[src/rtl/lcd_msg_writer.sv]
// HD44780 16x2 message writer: power-up wait, init commands, then a 34-byte redraw per message request.
// Optional LCD_STARS_EN adds digit_cnt and draws the entered-key stars on line 2 of message 00.
module lcd_msg_writer #(
    parameter int DATA_BITS = 8,
    parameter int T_PWRUP   = 1_000_000,
    parameter int T_EN      = 50,
    parameter int T_CMD     = 2_500,
    parameter int T_CLR     = 100_000
) (
    input  logic                 clk,
    input  logic                 reset,
    input  logic [1:0]           msg_sel,
    input  logic                 msg_req,
`ifdef LCD_STARS_EN
    input  logic [2:0]           digit_cnt,
`endif
    output logic                 ready,
    output logic                 rs,
    output logic                 rw,
    output logic                 enable,
    output logic [DATA_BITS-1:0] data,
    output logic [2:0]           dbg_state
);

    // Handshake: msg_req is a single-cycle pulse qualified by nothing; msg_sel is sampled on
    // that cycle. ready=1 means a request would start a frame on the very next cycle.
    typedef enum logic [2:0] {PWRUP, INIT, IDLE, SETUP, EN_HI, WAIT} state_t;
    typedef enum logic [1:0] {M_INIT, M_FRAME, M_LINE2} mode_t;

    state_t      state_q, state_d;
    mode_t       mode_q, mode_d;
    logic [31:0] cnt_q, cnt_d, wait_len;
    logic [5:0]  idx_q, idx_d, last_idx;
    logic [1:0]  msg_q, msg_d, pend_msg_q, pend_msg_d;
    logic        pend_q, pend_d, pend_l2_q, pend_l2_d;
    logic        ready_q, rs_q, load, dispatch;
    logic [DATA_BITS-1:0] data_q;
    logic [8:0]  nxt_byte;
    logic [2:0]  stars;
    logic        star_evt;

`ifdef LCD_STARS_EN
    localparam bit STARS_EN = 1'b1;
    logic [2:0] stars_q;

    assign stars    = (digit_cnt > 3'd4) ? 3'd4 : digit_cnt;
    assign star_evt = (stars != stars_q) && (msg_q == 2'b00);

    always_ff @(posedge clk or negedge reset) begin
        if (!reset) stars_q <= '0;
        else        stars_q <= stars;
    end
`else
    localparam bit STARS_EN = 1'b0;
    assign stars    = 3'd0;
    assign star_evt = 1'b0;
`endif

    function automatic logic [7:0] line_char(input logic [1:0] msg, input logic line2,
                                             input logic [3:0] col, input logic [2:0] n);
        logic [127:0] txt;
        logic [55:0]  pre;
        pre = "CLAVE: ";
        case ({msg, line2})
            3'b000:  txt = "INGRESE CLAVE:  ";
            3'b001:  txt = {16{8'h20}};
            3'b010:  txt = "CLAVE INCORRECTA";
            3'b011:  txt = "INTENTE DE NUEVO";
            3'b100:  txt = "ACCESO PERMITIDO";
            3'b101:  txt = "PUERTA ABIERTA  ";
            3'b110:  txt = "ALERTA!         ";
            default: txt = "INTRUSO DETECTAD";
        endcase
        line_char = txt[8*(15-int'(col)) +: 8];
        if (STARS_EN && msg == 2'b00 && line2) begin
            if (col < 4'd7)                      line_char = pre[8*(6-int'(col)) +: 8];
            else if (int'(col) < 7 + int'(n))    line_char = 8'h2A;
            else                                 line_char = 8'h20;
        end
    endfunction

    // Returns {rs, byte} for position idx of the current sequence.
    function automatic logic [8:0] seq_byte(input mode_t mode, input logic [5:0] idx,
                                            input logic [1:0] msg, input logic [2:0] n);
        seq_byte = 9'h000;
        case (mode)
            M_INIT: begin
                case (idx[1:0])
                    2'd0:    seq_byte = 9'h038;
                    2'd1:    seq_byte = 9'h00C;
                    2'd2:    seq_byte = 9'h001;
                    default: seq_byte = 9'h006;
                endcase
            end
            M_FRAME: begin
                if (idx == 6'd0)       seq_byte = 9'h080;
                else if (idx <= 6'd16) seq_byte = {1'b1, line_char(msg, 1'b0, 4'(idx - 6'd1), n)};
                else if (idx == 6'd17) seq_byte = 9'h0C0;
                else                   seq_byte = {1'b1, line_char(msg, 1'b1, 4'(idx - 6'd18), n)};
            end
            default: begin
                if (idx == 6'd0) seq_byte = 9'h0C0;
                else             seq_byte = {1'b1, line_char(msg, 1'b1, 4'(idx - 6'd1), n)};
            end
        endcase
    endfunction

    always_comb begin
        state_d    = state_q;
        cnt_d      = cnt_q + 32'd1;
        idx_d      = idx_q;
        mode_d     = mode_q;
        msg_d      = msg_q;
        pend_d     = pend_q;
        pend_msg_d = pend_msg_q;
        pend_l2_d  = pend_l2_q;
        load       = 1'b0;
        dispatch   = 1'b0;
        wait_len   = (mode_q == M_INIT && idx_q == 6'd2) ? 32'(T_CLR) : 32'(T_CMD);
        case (mode_q)
            M_INIT:  last_idx = 6'd3;
            M_FRAME: last_idx = 6'd33;
            default: last_idx = 6'd16;
        endcase

        // Every request is first captured as pending; a dispatch this cycle consumes it.
        if (msg_req) begin
            pend_d     = 1'b1;
            pend_msg_d = msg_sel;
            pend_l2_d  = 1'b0;
        end else if (star_evt && !pend_q) begin
            pend_d    = 1'b1;
            pend_l2_d = 1'b1;
        end

        case (state_q)
            PWRUP: begin
                if (cnt_q == 32'(T_PWRUP - 1)) begin
                    state_d = INIT;
                    mode_d  = M_INIT;
                    idx_d   = '0;
                    load    = 1'b1;
                end
            end
            INIT, SETUP: begin
                state_d = EN_HI;
                cnt_d   = '0;
            end
            EN_HI: begin
                if (cnt_q == 32'(T_EN - 1)) begin
                    state_d = WAIT;
                    cnt_d   = '0;
                end
            end
            WAIT: begin
                if (cnt_q == wait_len - 32'd1) begin
                    if (idx_q == last_idx) begin
                        dispatch = 1'b1;
                    end else begin
                        idx_d   = idx_q + 6'd1;
                        state_d = (mode_q == M_INIT) ? INIT : SETUP;
                        cnt_d   = '0;
                        load    = 1'b1;
                    end
                end
            end
            IDLE:    dispatch = 1'b1;
            default: state_d = PWRUP;
        endcase

        if (dispatch) begin
            cnt_d = '0;
            if (pend_d) begin
                state_d = SETUP;
                idx_d   = '0;
                load    = 1'b1;
                pend_d  = 1'b0;
                if (pend_l2_d) begin
                    mode_d = M_LINE2;
                end else begin
                    mode_d = M_FRAME;
                    msg_d  = pend_msg_d;
                end
            end else begin
                state_d = IDLE;
            end
        end

        nxt_byte = seq_byte(mode_d, idx_d, msg_d, stars);
    end

    always_ff @(posedge clk or negedge reset) begin
        if (!reset) begin
            state_q    <= PWRUP;
            cnt_q      <= '0;
            idx_q      <= '0;
            mode_q     <= M_INIT;
            msg_q      <= '0;
            pend_q     <= 1'b0;
            pend_msg_q <= '0;
            pend_l2_q  <= 1'b0;
            ready_q    <= 1'b0;
            rs_q       <= 1'b0;
            data_q     <= '0;
        end else begin
            state_q    <= state_d;
            cnt_q      <= cnt_d;
            idx_q      <= idx_d;
            mode_q     <= mode_d;
            msg_q      <= msg_d;
            pend_q     <= pend_d;
            pend_msg_q <= pend_msg_d;
            pend_l2_q  <= pend_l2_d;
            ready_q    <= (state_d == IDLE);
            if (load) begin
                rs_q   <= nxt_byte[8];
                data_q <= DATA_BITS'(nxt_byte[7:0]);
            end
        end
    end

    assign ready     = ready_q;
    assign rs        = rs_q;
    assign rw        = 1'b0;
    assign enable    = (state_q == EN_HI);
    assign data      = data_q;
    assign dbg_state = state_q;

endmodule

[config.mk]
export PLATFORM = sky130hd
export DESIGN_NAME = lcd_msg_writer
export DESIGN_NICKNAME = d
export VERILOG_FILES = /design/src/rtl/lcd_msg_writer.sv
export SDC_FILE = /design/constraint.sdc
export NUM_CORES = 1
export LEC_CHECK = 0
export BUFFER_PORTS_ARGS = -buffer_cell sky130_fd_sc_hd__buf_2
export CAP_MARGIN = 5
export CORE_MARGIN = 10
export CORE_UTILIZATION = 60
export CTS_CLUSTER_SIZE = 30
export DETAILED_ROUTE_END_ITERATION = 6
export PLACE_DENSITY = 0.78
export SYNTH_ARGS = -nofsm -noshare
export SYNTH_HDL_FRONTEND = slang
export SYNTH_SLANG_ARGS = --single-unit
[constraint.sdc]
create_clock -name clk -period 6.65 [get_ports clk]
set_clock_uncertainty 0.1 [all_clocks]
set_input_delay 1.6625 -clock clk [delete_from_list [all_inputs] [get_ports clk]]
set_output_delay 1.6625 -clock clk [all_outputs]
set_load 0.05 [all_outputs]
---- Yosys cells after proc, flatten, opt, wreduce, memory -nomap -nowiden ----
Index checks and enable logic that the tools add are counted.
storage, ports and cells
  register bits ........................... 59
  bits in latches ......................... 0
  RAM bits ................................ 0
  bits in read-only memories .............. 0
  input bits .............................. 5
  output and inout port bits .............. 15
  word-level logic and storage cells ...... 109
  memories ................................ 0
operators by class
  $add $sub $neg .......................... 7
  $mul .................................... 0
  div/mod/pow operators ................... 0
  $lt $le $gt $ge ......................... 1
  equal/unequal tests ..................... 19
  shifts and indexed selects .............. 3
  multiplexer cells ....................... 59
  bitwise gates (word level) .............. 0
  reductions and logical operators ........ 9
operators with widths
  cell                                                                  number
  128-bit 2-to-1 mux                                                    9
  128-bit one-hot mux with 4 select lines                               1
  128-bit by 8-bit indexed part select with 8-bit output                3
  127-bit one-hot mux with 3 select lines                               1
  32-bit 2-to-1 mux                                                     4
  32-bit one-hot mux with 3 select lines                                1
  9-bit 2-to-1 mux                                                      4
  32-bit by 1-bit adder with 32-bit output, second input constant       1
  32-bit by 20-bit == test with 1-bit output, second input constant     1
  32-bit == test                                                        1
  32-bit by 6-bit == test with 1-bit output, second input constant      1
  6-bit 2-to-1 mux                                                      5
  6-bit one-hot mux with 2 select lines                                 2
  2-bit 2-to-1 mux                                                      10
  6-bit one-hot mux with 3 select lines                                 1
  9-bit one-hot mux with 2 select lines                                 1
  17-bit by 1-bit subtractor with 18-bit output, second input constant  1
  17-bit 2-to-1 mux                                                     1
  3-bit 2-to-1 mux                                                      5
  3-bit one-hot mux with 5 select lines                                 1
  1-bit 2-to-1 mux                                                      11
  4-bit by 4-bit subtractor with 5-bit output, first input constant     2
  3-bit by 2-bit == test with 1-bit output, second input constant       3
  2-bit by 1-bit == test with 1-bit output, second input constant       4
  other kinds (16)                                                      24

---- Longest topological paths before layout ----
  depth in word-level cells ............... 19
  gate-level depth with buffers ........... 21
  depth with buffers taken out ............ 18

---- Worst setup path before layout ----
No wires, ideal clock.
  kind .................................... input -> register
  from .................................... input msg_req
  to ...................................... register data_q[5] (netlist: data[5])
  arrival ................................. 4783 ps
  required time ........................... 6424 ps
  setup slack ............................. 1641 ps
  cell stages on the path ................. 15
  path buffers ............................ 3
  path through ............................ or2_2 > nand2_1 > o21a_1 > buf_2 > and2_1 > buf_2 > inv_2 > buf_2 > ha_1 > nor3_2 > o21ai_0 > o31a_1 > o221a_1 > or3_1 > o32a_1
between the ends
  word-level cells in the longest chain between the ends .. 15
RTL lines
  element                                                      line  text
  start, declared                                              13    input logic msg_req,
  2-bit 2-to-1 mux / 1-bit 2-to-1 mux (equally long branches)  127   if (msg_req) begin
  2-bit 2-to-1 mux                                             178   if (pend_l2_d) begin
  2-bit 2-to-1 mux                                             173   if (pend_d) begin
  2-bit 2-to-1 mux                                             171   if (dispatch) begin
  2-bit == test (tied with other cells)                        64    case ({msg, line2})
  127-bit one-hot mux with 3 select lines                      64
  128-bit 2-to-1 mux                                           98    else if (idx == 6'd17) seq_byte = 9'h0C0;
  128-bit 2-to-1 mux                                           97    else if (idx <= 6'd16) seq_byte = {1'b1, line_char(msg, 1'b0, 4'(idx - 6'd1), n)};
  128-bit 2-to-1 mux                                           96    if (idx == 6'd0) seq_byte = 9'h080;
  128-bit 2-to-1 mux                                           86    case (mode)
  128-bit by 8-bit indexed part select with 8-bit output       74    line_char = txt[8*(15-int'(col)) +: 8];
  9-bit 2-to-1 mux                                             98
  9-bit 2-to-1 mux                                             97
  9-bit 2-to-1 mux                                             96
  9-bit one-hot mux with 2 select lines                        86
  end signal, assigned                                         217   data_q <= DATA_BITS'(nxt_byte[7:0]);
  end, declared                                                37    logic [DATA_BITS-1:0] data_q;
Parallel ways exist; a longest one is shown, timed or not. The select of a mux whose other input is x is not followed.
A chain may end at the register's enable or synchronous reset.

---- Final worst setup path ----
  from .................................... register cnt_q[12]
  to ...................................... register data_q[0] (netlist: data[0])
between the ends
  word-level cells in the longest chain between the ends .. 15
RTL lines
  element                                                 line  text
  start, declared                                         32    logic [31:0] cnt_q, cnt_d, wait_len;
  start signal, assigned                                  207   cnt_q <= cnt_d;
  32-bit == test (*)                                      156   if (cnt_q == wait_len - 32'd1) begin
  1-bit 2-to-1 mux (*)                                    156
  1-bit one-hot mux with 2 select lines (*)               136   case (state_q)
  2-bit 2-to-1 mux (*)                                    171
  net msg_d[0]                                            34    logic [1:0] msg_q, msg_d, pend_msg_q, pend_msg_d;
  2-bit == test (tied with other cells)                   64
  127-bit one-hot mux with 3 select lines                 64
  128-bit 2-to-1 mux                                      98
  128-bit 2-to-1 mux                                      97
  128-bit 2-to-1 mux                                      96
  128-bit 2-to-1 mux                                      86
  128-bit by 8-bit indexed part select with 8-bit output  74
  9-bit 2-to-1 mux                                        98
  9-bit 2-to-1 mux                                        97
  9-bit 2-to-1 mux                                        96
  9-bit one-hot mux with 2 select lines (*)               86
The timed path passes the listed nets; every way through them passes the cells marked *. The select of a mux whose other input is x is not followed.

==> results.toml <==
[place]
io_buffers = 18
place_ws_ns = 0.793
place.gp.congestion = 0.992
placed_cells = 800
dp_hpwl_um = 13000

[grt]
grt_max_degree = 52
grt_usage = 0.273
grt_pass1_wl_um = 29500
overflow = 0
grt_pass1_vias = 5435
antenna_found_initial = 0

[power_and_ir_drop]
worst_ir_drop_vdd_mv = 0.138
combPwrFrac = 0.214
p_leak_nw = 2.49
powerDensity_nw_per_um2 = 172
swShare = 0.361
p_sw_mw = 0.360
p_int_mw = 0.637
seqPwrFrac = 0.443
clkPwrFrac = 0.343

[logic_synthesis]
yosys-top-cells-area = "dfrtp_1 (27%), nor2_1 (5.1%), nand2_1 (4.9%), ha_1 (4.3%), a21oi_1 (3.1%)"
netlist_instances = 708
synth_edf_count = 0
synthSimpleGateAreaFrac = 0.272
synth-seq-cells = 59
synthFlopType = "dfrtp_1"
async_flop_share = 1.00
synth_top_area_share = 0.269
synthMuxAreaShare = 0.0230
post_synth_fa_ha_maj_area_fraction = 0.0433
synth_compound_area_frac = 0.283
netlist_area_um2 = 5490
synth.avg_cell_area_um2 = 7.75
synth_xor_area_frac = 0.0527
synth_cell_type_count = 84
synth_top_family_by_area = "compound AO/OA/AOI/OAI gates"
synth_top_area_cell = "dfrtp_1"
synthesis.nets = 732
ys_seq_area_frac = 0.269
yosysWarnings = 0

[die]
dieArea_um2 = 13400
core_area_um2 = 8810
die_w_um = 116
fp.dieH_um = 116
ios = 20
num_rows = 34
start_util = 0.623

[setup_path]
crit_path_frequent_cell = "a211oi_1"
crit_slowest_cell = "o31ai_2"
timing.critical_path.cells = "or4_4 > nor3_4 > and3_2 > nand3_2 > o21a_1 > o31ai_2 > inv_2 > ha_1 > inv_1 > a21oi_1 > a211oi_1 > a31oi_1 > o221ai_1 > a211oi_1 > a221o_1"
regToRegSetupSlack_ns = 0.74
critPathLaunchType = "flip-flop"
end_kind = "flip-flop"
cp-startpoint = "cnt_q[12]"
cp.required_ns = 6.77
worstPathArrival_ns = 6.03
crit_path_end = "data[0]"
cp_max_fo = 14
r2r_start = "cnt_q[12]"
rr_worst_depth = 15
max_stage_delay_ns = 0.92
r2r-end = "data[0]"
worst-path-stages = 15
worst-setup-path-type = "reg2reg"
crit_family = "compound AO/OA/AOI/OAI gates"
cp.buffers_inverters = 2

[drt]
drt_iter0_markers = 984
dr.pass1.iters = 7
totalWireLength_um = 18600
drc = 10
vias = 6035
ant_nets = 0
wl_per_cell_um = 22.7
via_per_inst = 7.40

[sta]
period_needed_ns = 5.91
layout_setup_ws_ns = 0.737
hold_viol = 0
max_freq_mhz = 169
rsz0062_at_grt = "false"
fin_crit_sh = 0.889
slew_headroom = 0.245
hold_ws_ns = 0.382
slew_viol_final = 0
setup_viol = 0
setup_tns_ns = 0
tightest_slew_ns = 1.13

[clocking]
worstSkewPairLatency_ns = 0.35
cts_setup_buffers = 0
clock-root-buffer = "clkbuf_8"
cts_sinks = 59
cts_tree = "built"
ctsHoldBuffers = 0
cts_buffers = 9
post_cts_resized = 0
cts_buffer_depth = 2
clk_pin_slew_ns = 0.07
h-tree-depth = 3

[status]
violations = "DRC"
status = "finished with violations"

[flow_run]
drv_cap = 0

[finish]
stdcell_count = 816
area_growth_pct = 5.70
drive_gt1_frac = 0.105
nets = 727
n_antenna_cell = 0
finish.utilization = 0.659
n_fill_cell = 759

[min_path]
worstHoldPathCells = 2
hold_class = "reg2reg"
==> cell families after synthesis <==
kind of cell,after synthesis
AND/OR/NAND/NOR,295
AO/OA/AOI/OAI,216
buffers and inverters,73
flip-flops,59
XOR/XNOR,33
adder cells (fa/ha/maj),19
multiplexers,12
other,1
==> through the flow <==
step | cell area [um2] | power, mW
floorplan | 5490 | 0.591
CTS | 5800 | 0.995
detailed placement | 5600 | 0.654
finish | 5800 | 0.997
global placement | 5600 | 0.643
global route | 5800 | 1.04
==> metal layers <==
layer	vias to the layer above	GRT usage	share of wire	wire, um
met1	2848	0.389	0.42	7770
li1	2647	-	-	-
met5	-	0	0	0
met2	449	0.404	0.43	7950
met4	0	0.0992	0.036	662
met3	91	0.0517	0.12	2180
==> flip-flops by register name, summed over array words and instances (netlist names) <==
signal and count:
pend_msg_q 2, rs 1, msg_q 2, cnt_q 32
pend_l2_q 1, pend_q 1, mode_q 2, data 8
idx_q 6, dbg_state 3, ready 1
==> synth_stat cells (17+ instances only) <==
library cell  count
a31oi_1          17
dfrtp_1          59
and3_1           17
xor2_1           19
inv_1            23
nor2_1           74
ha_1             19
o21ai_0          30
a21oi_1          34
clkbuf_1         28
nand2_1          71
nand3_1          34
nor3_1           20
==> worst min-delay path by stage <==
stage,start,to,slack [ns]
CTS,rs,rs,0.38
global route,rs,rs,0.44
detailed placement,rs,rs,0.36
floorplan,cnt_q[0],cnt_q[0],0.37
global placement,rs,rs,0.35
finish,rs,rs,0.38
==> layout make-up <==
type	count	area (um2)	share of cell area
Multi-Input combinational cell	576	3700	0.638
Clock buffer	9	124	0.0214
Clock inverter	7	76.3	0.0132
Sequential cell	59	1480	0.255
Tap cell	108	135	0.0233
Timing Repair Buffer	31	188	0.0324
Inverter	26	97.6	0.0168
==> tightest hold or removal path: cells and delay by family, from the launching register on <==
kind / cells / cell delay, ns
AND/OR/NAND/NOR: 2 / 0.10
flip-flops: 1 / 0.36
==> cell usage in the layout, fill, tap and decap left out, types with 9 or more instances in the layout <==
cell / netlist / layout
ha_1: 19 / 19
dfrtp_1: 59 / 59
xnor2_1: 14 / 14
nor3_1: 20 / 20
o21ai_0: 30 / 30
nor2_1: 74 / 74
o211ai_1: 13 / 13
buf_2: 12 / 18
nor4_1: 11 / 11
and3_1: 17 / 17
xor2_1: 19 / 19
inv_1: 23 / 23
a211oi_1: 16 / 16
a31oi_1: 17 / 17
nand2_1: 71 / 71
a21oi_1: 34 / 34
nand3_1: 34 / 34
buf_4: 3 / 13
clkbuf_8: 0 / 9
nand4_1: 12 / 12
==> power by group through the flow <==
stage,Sequential (mW),Combinational (mW),Clock [mW]
6_report,0.442,0.213,0.342
5_1_grt,0.448,0.233,0.361
4_1_cts,0.440,0.209,0.347
3_5_place_dp,0.446,0.208,0
3_3_place_gp,0.444,0.199,0
2_1_floorplan,0.434,0.157,0
No activity file was read; power rests on OpenSTA's default activity.
